## src/rtl/regfile_wr_arbiter.sv

```systemverilog
// Write-port arbiter for the 8x8 reg_file: round-robin grant between writeback
// sources, with an optional locked burst bounded by a watchdog.
module regfile_wr_arbiter #(
  parameter int unsigned NUM_REQ  = 2,
  parameter int unsigned ADDR_W   = 3,
  parameter int unsigned DATA_W   = 8,
  parameter int unsigned LOCK_MAX = 15
) (
  input  logic                        clk,
  input  logic                        reset,
  input  logic [NUM_REQ-1:0]          req_valid,
  input  logic [NUM_REQ-1:0]          req_lock,
  input  logic [NUM_REQ*ADDR_W-1:0]   req_addr,
  input  logic [NUM_REQ*DATA_W-1:0]   req_data,
  output logic [NUM_REQ-1:0]          req_grant,
  output logic                        rf_wr_en,
  output logic [ADDR_W-1:0]           rf_write_addr,
  output logic [DATA_W-1:0]           rf_write_val,
  output logic                        locked,
  output logic [$clog2(NUM_REQ)-1:0]  lock_owner,
  output logic                        lock_timeout
);

  localparam int unsigned PW = $clog2(NUM_REQ);
  localparam int unsigned CW = $clog2(LOCK_MAX + 1);

  typedef enum logic {IDLE, LOCKED} state_t;

  state_t         state_q, state_d;
  logic [PW-1:0]  rr_ptr_q, rr_ptr_d;
  logic [PW-1:0]  owner_q, owner_d;
  logic [CW-1:0]  cnt_q, cnt_d;
  logic           timeout_q, timeout_d;

  logic           gnt_any;
  logic [PW-1:0]  gnt_idx;
  logic [PW-1:0]  cand;

  // Grant selection: owner-only while locked, otherwise first valid from rr_ptr.
  always_comb begin
    gnt_any = 1'b0;
    gnt_idx = '0;
    cand    = '0;
    if (state_q == LOCKED) begin
      if (req_valid[owner_q]) begin
        gnt_any = 1'b1;
        gnt_idx = owner_q;
      end
    end else begin
      for (int unsigned k = 0; k < NUM_REQ; k++) begin
        cand = PW'((32'(rr_ptr_q) + k) % NUM_REQ);
        if (!gnt_any && req_valid[cand]) begin
          gnt_any = 1'b1;
          gnt_idx = cand;
        end
      end
    end
    if (reset) gnt_any = 1'b0;
  end

  always_comb begin
    req_grant     = '0;
    rf_wr_en      = gnt_any;
    rf_write_addr = '0;
    rf_write_val  = '0;
    if (gnt_any) begin
      req_grant[gnt_idx] = 1'b1;
      rf_write_addr      = req_addr[32'(gnt_idx)*ADDR_W +: ADDR_W];
      rf_write_val       = req_data[32'(gnt_idx)*DATA_W +: DATA_W];
    end
  end

  // Next state: lock entry, normal release, watchdog release.
  always_comb begin
    state_d   = state_q;
    rr_ptr_d  = rr_ptr_q;
    owner_d   = owner_q;
    cnt_d     = cnt_q;
    timeout_d = 1'b0;
    if (gnt_any) rr_ptr_d = PW'((32'(gnt_idx) + 1) % NUM_REQ);
    case (state_q)
      IDLE: begin
        if (gnt_any && req_lock[gnt_idx]) begin
          state_d = LOCKED;
          owner_d = gnt_idx;
          cnt_d   = '0;
        end
      end
      LOCKED: begin
        if (cnt_q != CW'(LOCK_MAX)) cnt_d = cnt_q + CW'(1);
        if (!req_lock[owner_q]) begin
          state_d = IDLE;
        end else if (cnt_q == CW'(LOCK_MAX - 1)) begin
          state_d   = IDLE;
          timeout_d = 1'b1;
        end
      end
      default: state_d = IDLE;
    endcase
  end

  always_ff @(posedge clk or posedge reset) begin
    if (reset) begin
      state_q   <= IDLE;
      rr_ptr_q  <= '0;
      owner_q   <= '0;
      cnt_q     <= '0;
      timeout_q <= 1'b0;
    end else begin
      state_q   <= state_d;
      rr_ptr_q  <= rr_ptr_d;
      owner_q   <= owner_d;
      cnt_q     <= cnt_d;
      timeout_q <= timeout_d;
    end
  end

  assign locked       = (state_q == LOCKED);
  assign lock_owner   = owner_q;
  assign lock_timeout = timeout_q;

endmodule
```

## config.mk

```make
export PLATFORM = sky130hd
export DESIGN_NAME = regfile_wr_arbiter
export DESIGN_NICKNAME = d
export VERILOG_FILES = /design/src/rtl/regfile_wr_arbiter.sv
export SDC_FILE = /design/constraint.sdc
export NUM_CORES = 1
export LEC_CHECK = 0
export BUFFER_PORTS_ARGS = -buffer_cell sky130_fd_sc_hd__buf_4
export CAP_MARGIN = 0
export CORE_UTILIZATION = 35
export CTS_CLUSTER_SIZE = 8
export DETAILED_ROUTE_END_ITERATION = 12
export GPL_TIMING_DRIVEN = 0
export HOLD_SLACK_MARGIN = 0.1
export PLACE_DENSITY = 0.73
export SLEW_MARGIN = 20
export SYNTH_ARGS = -nofsm -noshare
export SYNTH_HDL_FRONTEND = slang
export SYNTH_SLANG_ARGS = --single-unit
```

## constraint.sdc

```tcl
create_clock -name clk -period 1.7 [get_ports clk]
set_clock_uncertainty 0.2 [all_clocks]
set_input_delay 0 -clock clk [delete_from_list [all_inputs] [get_ports clk]]
set_output_delay 0 -clock clk [all_outputs]
set_load 0.03 [all_outputs]
```

* Word-level counts from Yosys, hierarchy flattened
Cells that the tools add are included.
Storage, ports and cells: register bits after elaboration 8, input bits 28
Operators by class: add/sub/neg operators 3, multiply operators 1, order comparisons 5, eq/ne operators 4, shift operators 2, mux-type cells 35, bitwise operators 1, reductions and logical operators 6
Operators with widths (count):
- $mux 1 | 27
- $shiftx 16x5->8 | 1
- $lt 1x2->1 const B | 4
- $mux 4 | 2
- $mux 8 | 1
- $pmux 4 s2 | 1
- $shiftx 6x4->3 | 1
- $add 4x1->4 const B | 1
- $eq 4x4->1 const B | 1
- $ne 4x4->1 const B | 1
- $reduce_and 2->1 | 2
- $logic_and 1x1->1 | 3
- $mul 1x2->3 const B | 1
- $mux 3 | 1
- $add 1x1->1 const B | 2
- $mux 2 | 1
- $ne 2x1->1 const B | 1
- $ne 2x2->1 const B | 1
- $pmux 1 s2 | 1
- $demux 1 s1 | 1
- $ge 1x1->1 const B | 1
- $logic_not 1->1 | 1
- $not 1->1 | 1

* Depth between registers and ports, before layout
Gate-level depths: netlist of the first run.
depth after elaboration 13, gate-level depth with buffers 5

* Worst setup path before layout of the first run
OpenSTA, ideal clock, no wires.
path kind register to output, start reg state_q (netlist: locked), end out rf_write_addr[0], data arrival time 1.654 ns, data required time 1.500 ns, setup slack -0.154 ns, cell stages (with the launch flop) 5, path buffers 1, cells stage by stage dfrtp_1 or2b_1 nor3b_1 buf_2 a22o_1
On the way: cells in the longest elaborated chain, start to end 4, elaborated cells on any way between the ends 6, classes of those cells mul: 1; shift: 1; mux: 4
RTL lines:
- start, declared | RTL line 29 | state_t state_q, state_d;
- start signal, assigned | RTL line 110 | state_q <= state_d;
- $mux 1 | RTL line 44 | if (state_q == LOCKED) begin
- $mul 1x2->3 | RTL line 68 | rf_write_addr = req_addr[32'(gnt_idx)*ADDR_W +: ADDR_W];
- $shiftx 6x4->3 | RTL line 68
- $mux 3 (*) | RTL line 66 | if (gnt_any) begin
- end, declared | RTL line 17 | output logic [ADDR_W-1:0] rf_write_addr,
Every way passes the cells marked *; elsewhere a longest branch is shown, timed or not.

* Worst setup path in the final report of the first run
start reg state_q (netlist: locked), end out rf_write_val[2]
On the way: cells in the longest elaborated chain, start to end 3, elaborated cells on any way between the ends 5, classes of those cells shift: 1; mux: 4
RTL lines:
- $mux 1 | RTL line 44
- $shiftx 16x5->8 or $mux 1 (tied branches) | RTL line 69, 58
- $mux 8 (*) | RTL line 66
- end, declared | RTL line 18 | output logic [DATA_W-1:0] rf_write_val,
Marks and branches as above.

==> out/qor.txt, run 1 <==
DRC viols -> 0
Post-Synth Adder-Cell Area -> 4.02%
Core ar. -> 1580 µm²
final hold slack -> 107 ps
fin worst setup slack -> -189 ps
1st-pass router iterations -> 4
crit path launch type -> flop
first-pass GRT wire length -> 4330 µm
Hold Crit Endpoint -> rf_write_val[0]
count leader, synth -> a22o_1
synthesized flop and latch total -> 8
Worst slew margin -> 62.5%
status -> finished, violations left
P_leak -> 0.687 nW
asr flop ratio synth -> 100%
Hold Path Stages -> 3
FF-to-FF setup slack -> -80 ps
Post-synth EDFFs -> 0
Hold Path Class -> input port to output pin
Mapped Area -> 623 µm²
CP bufs+invs -> 2
Root Driver -> clkbuf_4
Synth Area in Simple Gates -> 23.5%
dpl cells -> 125
Mapped Nets -> 95
Slew Viols, Final -> 0
synthesis warning total -> 0
top post-synthesis cells by count -> a22o_1, dfrtp_1, nand3_1, inv_1, nand2_1
Mapped Cells -> 65
1st-iter DRT viols -> 24
CTS Buf Count -> 3
crit-path leading delay family -> simple AND/OR/NAND/NOR gates
antenna cells -> 0
Worst Path Max Fanout -> 5
number of global-route vias before repair -> 865
Post-Layout Cell Count -> 148
Final Power -> 1.51 mW
Worst Setup End Kind -> output pin
Syn Area/Cell -> 9.59 µm²
worst slack, placed -> -130 ps
Die Height -> 44.2 µm
DPL Wire Length -> 1530 µm
grt total ovfl -> 0
WS Path Type -> flop to output pin
VDD IR max -> 0.893 mV
Most used DFF post-synth -> dfrtp_1
Clock Sinks -> 8
crit-path most repeated cell -> buf_6
Initial Utilization -> 39.5%
Final Hold Fails -> 0
Synth area leader -> dfrtp_1
Worst Tran Pin Value -> 560 ps
main combinational cell family by area after synthesis -> compound AO/OA/AOI/OAI gates
vias -> 919
failing checks -> setup timing
R2R Path End -> cnt_q[1]
delay of the slowest cell on the worst path -> 430 ps
Max stage delay cell, worst path -> dfrtp_2
Yosys cell types -> 36
CTS tree -> yes
Skew-Pair Late Insertion Delay -> 280 ps
CTS H-tree depth -> 1
FP Rows -> 14
# IOs -> 45
Layout area overhead -> 124%
utilization after layout -> 88.7%
CTS clock-pin slew for the worst setup and hold paths -> 80 ps
maximum clock rate -> 529 MHz
compound-gate portion of the synthesized area -> 31.3%
worst path cell trace -> or2b_1 -> nor3b_4 -> buf_6 -> a22o_4 -> buf_6
Worst EP required -> 1500 ps
Max Cap Viol -> 0
I/O Buffers -> 44
RSZ-0062 raised after global routing -> true
post-synthesis xor/xnor area fraction -> 0%
min-delay src -> req_data[0]
mux cell area share after synthesis -> 1.81%
Nets -> 163
top cells by area, synth -> dfrtp_1, a22o_1, ha_1
RePlAce Congestion -> 0.822
die width -> 44.2 µm
crit share post-route -> 111%
Fin Setup TNS -> -2200 ps
initial antenna violation count -> 0
Total Wirelength -> 3200 µm
Cell Area, Placed -> 988 µm²
Via density -> 6.21
worst reg2reg path startpoint -> locked
r2r worst-path depth -> 4
Longest Clk Path Bufs -> 2
largest net degree at the start of global routing -> 11
DIE AREA -> 1950 µm²
gr usage total -> 30.6%
Avg WL per Cell -> 21.6 µm
Synth top area share -> 32.1%
Layout Cell Area excl Fill -> 1400 µm²
register area share after synthesis -> 32.1%
final setup vio count -> 17
DRT antenna net count -> 0
share of layout cells above drive strength 1 -> 64.4%
CP Data Arrival Time -> 1690 ps
Pwr Density -> 1080 nW/µm²
Period minus WS final -> 1890 ps
[report_power, final]
part	internal (mW)	switching (mW)
logic	0.503	0.488
registers	0.255	0.0843
clock network	0.0905	0.0849
[worst min-delay path, cell delays in order]
cell    delay, ps
buf_4          80
a22o_4        100
buf_6         120
[layout make-up]
| cell class | count | area, µm² |
|---|---|---|
| fill | 82 | 178 |
| inverter | 5 | 23.8 |
| tap | 16 | 20.0 |
| buffer | 3 | 37.5 |
| clock buffer | 4 | 26.3 |
| sequential | 8 | 201 |
| timing repair buffer | 63 | 576 |
| multi-input combinational | 49 | 514 |
[sequential cells by signal, summed over array words and instances (netlist names)]
name          cells
lock_owner        1
lock_timeout      1
rr_ptr_q          1
locked            1
cnt_q             4
[per-layer routing]
layer / track usage, % / part of all wire, %
met1: 35.8 / 37
met2: 53.5 / 54
met3: 7.76 / 5.1
met4: 10.9 / 3.9
met5: 0 / 0
[worst max-delay path by stage]
stage                      start                to  slack [ps]  cells after the start
after CTS                 locked   rf_write_val[3]        -150                      5
final                     locked   rf_write_val[2]        -190                      5
after floorplan           locked  rf_write_addr[0]         -20                      5
after global routing      locked  rf_write_addr[2]        -220                      5
after detailed placement  locked          cnt_q[1]        -130                      3
after global placement    locked          cnt_q[1]        -150                      3
[what timing repair did]
item	in CTS	in global routing
buffers inserted	8	4
endpoints found under the setup margin	17	19
gates cloned	1	1
pin swaps	6	13
hold buffers	7	0
resized for setup	30	14
endpoints found under the hold margin	16	0
[cells in the final DEF (no fill, tap or decap), types with 2 or more instances in the layout]
| master | n |
|---|---|
| dfrtp_1 | 7 |
| nor3b_4 | 2 |
| a22o_1 | 2 |
| buf_8 | 2 |
| nand3_1 | 5 |
| nand2_1 | 3 |
| clkbuf_4 | 3 |
| inv_1 | 4 |
| buf_4 | 38 |
| ha_1 | 2 |
| dlygate4sd3_1 | 7 |
| a22o_4 | 9 |
| buf_6 | 18 |
[logic make-up after synthesis]
family	after synthesis
compound gates	23
simple gates	23
buf+inv	8
flops	8
fa+ha+maj	2
mux	1
(Power assumes the default switching activity.)
==> run 2, diff against run 1 <==
TNS_END_PERCENT = 50   (was default)
==> out/qor.txt, run 2 (synthesized netlist as in run 1, its figures left out) <==
worst slack, placed -> -130 ps (unchanged)
antenna cells -> 0 (unchanged)
Nets -> 157 (was 163)
final hold slack -> 107 ps (about the same)
RSZ-0062 raised after global routing -> true (unchanged)
commonest non-fill, non-tap cell in the layout -> buf_4 (unchanged)
largest net degree at the start of global routing -> 11 (unchanged)
Slew Viols, Final -> 0 (unchanged)
Die Height -> 44.2 µm (unchanged)
share of layout cells above drive strength 1 -> 64.3% (was 64.4%)
Root Driver -> clkbuf_4 (unchanged)
Largest register FFs -> 4 (unchanged)
VDD IR max -> 0.897 mV (was 0.893 mV)
Final Hold Fails -> 0 (unchanged)
Max Cap Viol -> 0 (unchanged)
Via density -> 5.96 (was 6.21)
RePlAce Congestion -> 0.822 (unchanged)
Longest Clk Path Bufs -> 2 (unchanged)
dpl cells -> 125 (unchanged)
Hold Path Class -> input port to output pin (unchanged)
number of global-route vias before repair -> 782 (was 865)
CTS clock-pin slew for the worst setup and hold paths -> 70 ps (was 80 ps)
Skew-Pair Late Insertion Delay -> 280 ps (about the same)
Post-Layout Cell Count -> 142 (was 148)
grt total ovfl -> 0 (unchanged)
first-pass GRT wire length -> 3860 µm (was 4330 µm)
DRT antenna net count -> 0 (unchanged)
CTS H-tree depth -> 1 (unchanged)
P_leak -> 0.638 nW (was 0.687 nW)
Initial Utilization -> 39.5% (unchanged)
final setup vio count -> 14 (was 17)
WS Path Type -> flop to output pin (unchanged)
CP Data Arrival Time -> 1690 ps (about the same)
Core ar. -> 1580 µm² (unchanged)
Pwr Density -> 1060 nW/µm² (was 1080 nW/µm²)
Avg WL per Cell -> 19.8 µm (was 21.6 µm)
I/O Buffers -> 44 (unchanged)
CTS Buf Count -> 3 (unchanged)
fillers -> 93 (was 82)
Worst slew margin -> 63.9% (was 62.5%)
Reg with most FFs -> cnt_q (unchanged)
Worst Tran Pin Value -> 540 ps (was 560 ps)
# IOs -> 45 (unchanged)
maximum clock rate -> 530 MHz (was 529 MHz)
FP Rows -> 14 (unchanged)
vias -> 846 (was 919)
fin worst setup slack -> -186 ps (was -189 ps)
failing checks -> setup timing (unchanged)
Clock Sinks -> 8 (unchanged)
die width -> 44.2 µm (unchanged)
Worst EP required -> 1500 ps (about the same)
Fin Setup TNS -> -2150 ps (was -2200 ps)
most used cells in the layout excluding fill and tap cells -> buf_4, buf_6, a22o_4 (unchanged)
utilization after layout -> 82.9% (was 88.7%)
1st-pass router iterations -> 4 (unchanged)
Final Power -> 1.38 mW (was 1.51 mW)
DPL Wire Length -> 1530 µm (unchanged)
DRC viols -> 0 (unchanged)
Worst Path Max Fanout -> 5 (unchanged)
Worst Setup End Kind -> output pin (unchanged)
CTS tree -> yes (unchanged)
crit path launch type -> flop (unchanged)
Layout Cell Area excl Fill -> 1310 µm² (was 1400 µm²)
Layout area overhead -> 110% (was 124%)
1st-iter DRT viols -> 35 (was 24)
initial antenna violation count -> 0 (unchanged)
gr usage total -> 27.5% (was 30.6%)
Cell Area, Placed -> 988 µm² (unchanged)
crit share post-route -> 111% (about the same)
status -> finished, violations left (unchanged)
Total Wirelength -> 2810 µm (was 3200 µm)
DIE AREA -> 1950 µm² (unchanged)
Period minus WS final -> 1890 ps (about the same)
-- run 2: changes by cell type in the layout (fill, tap and decap cells not counted), sizes merged --
cell | previous run | this run
clkbuf | 5 | 4
buf | 58 | 54
dlygate4sd3 | 7 | 6
-- run 2: worst max-delay path, cell delays in order (launching register included) --
cell and delay, ps:
dfrtp_2 430, or2b_1 270, nor3b_4 180, buf_6 150, a22o_4 240, buf_6 140
-- run 2: area by class of cell --
| class | count | area [µm²] | share of cell area [%] |
|---|---|---|---|
| Multi-Input combinational cell | 49 | 500 | 38.3 |
| Tap cell | 16 | 20.0 | 1.53 |
| Timing Repair Buffer | 57 | 499 | 38.2 |
| Buffer | 3 | 37.5 | 2.87 |
| Inverter | 5 | 21.3 | 1.63 |
| Sequential cell | 8 | 201 | 15.4 |
| Clock buffer | 4 | 26.3 | 2.01 |
-- run 2: path summary, 6_finish.rpt --
path                                         to        start  depth (start not counted)  slack [ps]
worst min register to register         cnt_q[3]     cnt_q[3]                          2         420
worst max-delay path            rf_write_val[0]       locked                          5        -190
min in group asynchronous              cnt_q[0]        reset                          4         710
max in group asynchronous              cnt_q[2]        reset                          4         270
worst max register to register         cnt_q[1]       locked                          3          20
worst min-delay path            rf_write_val[6]  req_data[6]                          3         110
-- run 2: power by group --
group / switching (mW) / internal [mW]
Combinational: 0.439 / 0.437
Clock: 0.0795 / 0.0902
Sequential: 0.0819 / 0.255
-- run 2: routing by layer --
metal | wire, µm | share of wire (%) | GRT usage (%)
met1 | 1100 | 39 | 34.6
met2 | 1530 | 55 | 45.3
met3 | 105 | 3.7 | 7.35
met4 | 69 | 2.5 | 9.70
met5 | 0 | 0 | 0
-- run 2: what timing repair did --
| action | CTS | global route |
|---|---|---|
| pin swaps | 6 | 6 |
| setup buffers | 6 | 0 |
| endpoints found under the hold margin | 16 | 0 |
| cloned | 1 | 0 |
| gates resized for setup | 29 | 10 |
| hold buffers | 6 | 0 |
| setup endpoints to repair | 17 | 17 |
